`src/rtl/div_seq.sv`:
```
// Sequential restoring divider: 2N-bit dividend by N-bit divisor, one quotient
// bit per clock, with a start/done handshake. Companion of the mul block.
module div_seq #(
  parameter int N = 4
) (
  input  logic             clk,
  input  logic             rst_n,
  input  logic             start,
  input  logic [2*N-1:0]   dividend,
  input  logic [N-1:0]     divisor,
  output logic [2*N-1:0]   quotient,
  output logic [N-1:0]     remainder,
  output logic             busy,
  output logic             done,
  output logic             div_by_zero
);

  localparam int CW = $clog2(2 * N);
  localparam logic [CW-1:0] LAST = CW'(2 * N - 1);
  localparam logic [CW-1:0] ONE  = CW'(1);

  typedef enum logic [1:0] {
    IDLE = 2'd0,
    RUN  = 2'd1,
    DONE = 2'd2
  } state_t;

  state_t          state_q, state_d;
  logic [N-1:0]    r_q, r_d;
  logic [2*N-1:0]  q_q, q_d;
  logic [N-1:0]    dvsr_q, dvsr_d;
  logic [CW-1:0]   cnt_q, cnt_d;
  logic [2*N-1:0]  quot_q, quot_d;
  logic [N-1:0]    rem_q, rem_d;
  logic            dbz_q, dbz_d;
  logic            busy_q, busy_d;
  logic            done_q, done_d;

  // The stored remainder is always below the divisor, so it fits in N bits;
  // only the shifted value needs the extra top bit.
  logic [N:0]      r_sh_s;
  logic            ge_s;

  // Next-state, iteration datapath and result capture.
  always_comb begin
    state_d = state_q;
    r_d     = r_q;
    q_d     = q_q;
    dvsr_d  = dvsr_q;
    cnt_d   = cnt_q;
    quot_d  = quot_q;
    rem_d   = rem_q;
    dbz_d   = dbz_q;
    r_sh_s  = {r_q, q_q[2*N-1]};
    ge_s    = (r_sh_s >= {1'b0, dvsr_q});

    case (state_q)
      IDLE, DONE: begin
        if (start) begin
          dvsr_d = divisor;
          if (divisor == {N{1'b0}}) begin
            state_d = DONE;
            quot_d  = {(2*N){1'b1}};
            rem_d   = dividend[N-1:0];
            dbz_d   = 1'b1;
          end else begin
            state_d = RUN;
            r_d     = {N{1'b0}};
            q_d     = dividend;
            cnt_d   = {CW{1'b0}};
          end
        end else begin
          state_d = IDLE;
        end
      end
      RUN: begin
        if (ge_s) begin
          r_d = r_sh_s[N-1:0] - dvsr_q;
        end else begin
          r_d = r_sh_s[N-1:0];
        end
        q_d   = {q_q[2*N-2:0], ge_s};
        cnt_d = cnt_q + ONE;
        if (cnt_q == LAST) begin
          state_d = DONE;
          quot_d  = q_d;
          rem_d   = r_d;
          dbz_d   = 1'b0;
        end else begin
          state_d = RUN;
        end
      end
      default: begin
        state_d = IDLE;
      end
    endcase

    busy_d = (state_d == RUN);
    done_d = (state_d == DONE);
  end

  // State, datapath and output registers.
  always_ff @(posedge clk or negedge rst_n) begin
    if (!rst_n) begin
      state_q <= IDLE;
      r_q     <= {N{1'b0}};
      q_q     <= {(2*N){1'b0}};
      dvsr_q  <= {N{1'b0}};
      cnt_q   <= {CW{1'b0}};
      quot_q  <= {(2*N){1'b0}};
      rem_q   <= {N{1'b0}};
      dbz_q   <= 1'b0;
      busy_q  <= 1'b0;
      done_q  <= 1'b0;
    end else begin
      state_q <= state_d;
      r_q     <= r_d;
      q_q     <= q_d;
      dvsr_q  <= dvsr_d;
      cnt_q   <= cnt_d;
      quot_q  <= quot_d;
      rem_q   <= rem_d;
      dbz_q   <= dbz_d;
      busy_q  <= busy_d;
      done_q  <= done_d;
    end
  end

  assign quotient    = quot_q;
  assign remainder   = rem_q;
  assign div_by_zero = dbz_q;
  assign busy        = busy_q;
  assign done        = done_q;

endmodule

```
`config.mk`:
```
export PLATFORM = sky130hd
export DESIGN_NAME = div_seq
export DESIGN_NICKNAME = d
export VERILOG_FILES = /design/src/rtl/div_seq.sv
export SDC_FILE = /design/constraint.sdc
export NUM_CORES = 1
export LEC_CHECK = 0
export CAP_MARGIN = 30
export CORE_MARGIN = 2
export CORE_UTILIZATION = 45
export CTS_BUF_LIST = sky130_fd_sc_hd__clkbuf_4 sky130_fd_sc_hd__clkbuf_8
export DETAILED_ROUTE_END_ITERATION = 8
export DONT_BUFFER_PORTS = 1
export HOLD_SLACK_MARGIN = 0.02
export PLACE_DENSITY = 0.68
export SLEW_MARGIN = 5
export SYNTH_ARGS = -nofsm -noshare
export SYNTH_HDL_FRONTEND = slang
export SYNTH_SLANG_ARGS = --single-unit
```
`constraint.sdc`:
```
create_clock -name clk -period 2.6 [get_ports clk]
set_clock_uncertainty 0.05 [all_clocks]
set_input_delay 0.26 -clock clk [delete_from_list [all_inputs] [get_ports clk]]
set_output_delay 0.26 -clock clk [all_outputs]
set_load 0.05 [all_outputs]
```
==> run metrics <==
CTS tree done; area of the core 3660 um^2; Layout Utilization 50.1%; Max Buffers Root-to-Sink 2; CTS root buf clkbuf_8; gpl congestion 0.864; vias per cell 5.52; MaxCap Viol Count 0; number of clock sinks 36; largest net degree at the start of global routing 37; Post-CTS Resized 0; Placed Cells 205; post-synthesis sequential area ratio 52.9%; critical path endpoint category flop; Hold Fails Final Rpt 0; Post-Syn Area 1700 um^2; clk slew on worst S/H paths 70 ps; WL final 3440 um; die area 4290 um^2; port bufs 0; layout cells sized above 1 12.0%; P&R area growth vs syn 7.71%; Worst slew margin 63.5%; Boundary Pins 30; # rows 22; Detailed Place HPWL 2410 um; CP cell instances inv_1 > ha_1 > nand2b_1 > a21o_1 > o31a_1 > mux2_4 > a31oi_1; First DRT Iteration DRCs 39; Initial Utilization 46.5%; CTS buffer count 5; Remaining Overflow, GRT 0; Sum Neg Setup Slack 0 ps; total number of vias 1182; synthesized net count 185; routed len/inst 16.1 um; initial antenna violation count 0; Hold Crit Class in2reg; Tcrit/Tclk final 78.2%; post-synthesis register bit count 36; outcome finished, final reports clean; Critical Path AT 2180 ps; Worst-Skew Late Latency 280 ps; Synth cell types 38; worst-margin pin slew 547 ps; iteration count of the initial detailed-routing pass 4; CP Class reg2reg; Startpoint Class flop; Final setup viols 0; CP max FO 6; Routed Antenna Nets 0; H-tree depth 2; Die Ht 65.5 um; Slew Limit Fails 0; RSZ-0062 raised after global routing false; n_diodes 0; Mapped Cells 163; DRC errors left 0; Total GRT Usage 17.7%; Layout Cells excl Fill 214; post-layout min period 2030 ps; DIE WIDTH 65.5 um; Crit-path slowest cell dfrtp_1; fraction of registers with async set/reset 100%; YS warnings 0; placed cell areas 1720 um^2; number of global-route vias before repair 1223; first-pass GRT wire length 5610 um; Finished Cell Area 1830 um^2; synthesized area per cell 10.4 um^2; fmax 492 MHz; # nets final 188; Synth Flop Type dfrtp_1; CP peak stage delay 360 ps; Worst EP required 2750 ps; Post-synth EDFFs 0
[cell families (layout without fill, tap and decap cells)]
group	count (synthesis)	after routing	synth area share (%)
XOR/XNOR	1	1	0.514
AND/OR/NAND/NOR	54	54	14.2
multiplexers	10	10	6.25
flip-flops	36	36	52.9
buffers and inverters	15	18	5.00
AO/OA/AOI/OAI	40	40	15.6
adder cells (fa/ha/maj)	7	7	5.58
[state kept, by name (all words and copies together), names as in the netlist]
name,count
busy,1
cnt_q,3
div_by_zero,1
done,1
dvsr_q,4
q_q,8
quotient,8
r_q,4
remainder,4
state_q,2
[Yosys cell counts, types with 2 or more instances]
| master | count | area, um^2 |
|---|---|---|
| dfrtp_1 | 36 | 901 |
| nand3_1 | 2 | 10.0 |
| nor2_1 | 15 | 56.3 |
| nand2b_1 | 2 | 12.5 |
| buf_6 | 2 | 22.5 |
| o21bai_1 | 2 | 15.0 |
| o21ai_0 | 12 | 60.1 |
| ha_1 | 6 | 75.1 |
| mux2i_1 | 8 | 80.1 |
| clkbuf_1 | 4 | 15.0 |
| a31oi_1 | 2 | 12.5 |
| inv_1 | 6 | 22.5 |
| o22a_1 | 5 | 43.8 |
| a21o_1 | 3 | 22.5 |
| a21oi_1 | 7 | 35.0 |
| a21oi_2 | 2 | 17.5 |
| nor2b_1 | 2 | 12.5 |
| nand2_1 | 26 | 97.6 |
| buf_2 | 2 | 10.0 |
[per-layer routing]
layer / vias to the layer above / part of all wire, % / global-route usage [%]
li1: 562 / - / -
met1: 575 / 42 / 20.6
met2: 34 / 49 / 29.7
met3: 11 / 6.4 / 6.51
met4: 0 / 2.7 / 6.77
met5: - / 0 / 0
[metrics by stage]
step,hold WS (ps),setup slack (ps)
finish,47.8,567
global route,50.7,478
CTS,48.2,567
detailed placement,-84.9,580
global placement,-84.8,665
floorplan,-85.6,729
[final timing paths]
check / startpoint / to / slack, ps / cells past startpoint
max in group asynchronous: rst_n / state_q[1] / 1950 / 2
worst max register to register: q_q[7] / remainder[1] / 570 / 7
worst min register to register: cnt_q[0] / cnt_q[0] / 460 / 1
worst min-delay path: divisor[2] / dvsr_q[2] / 50 / 2
worst max-delay path: q_q[7] / remainder[1] / 570 / 7
min in group asynchronous: rst_n / quotient[0] / 370 / 2
[cells in the final DEF, fill, tap and decap left out, types with 3 or more instances in the layout]
master | Yosys | final
mux2i_1 | 8 | 8
clkbuf_8 | 0 | 5
a21oi_1 | 7 | 7
o22a_1 | 5 | 5
a21o_1 | 3 | 3
dfrtp_1 | 36 | 36
nand2_1 | 26 | 26
buf_4 | 0 | 3
ha_1 | 6 | 6
inv_1 | 6 | 6
o21ai_0 | 12 | 12
nor2_1 | 15 | 15
[timing repair]
action                    in CTS  in global routing
setup buffers                  0                  0
hold endpoints to repair      36                  0
hold buffers                   2                  0
[critical path: cells and delay by family, from the launching register on]
family	cells	cell delay [ps]
fa+ha+maj	1	250
flops	1	360
compound gates	3	700
simple gates	1	140
mux	1	330
buf+inv	1	110
[area by class of cell]
class / instances / area [um^2]
clock inverters: 1 / 5.00
well taps: 48 / 60.1
inverters: 6 / 22.5
fillers: 335 / 1830
clock buffers: 6 / 76.3
repair buffers: 5 / 52.6
flip-flops and latches: 36 / 901
multi-input cells: 112 / 717
Power is not shown: default switching activity piles up to over one toggle a cycle in this logic, so the estimate is an artifact.
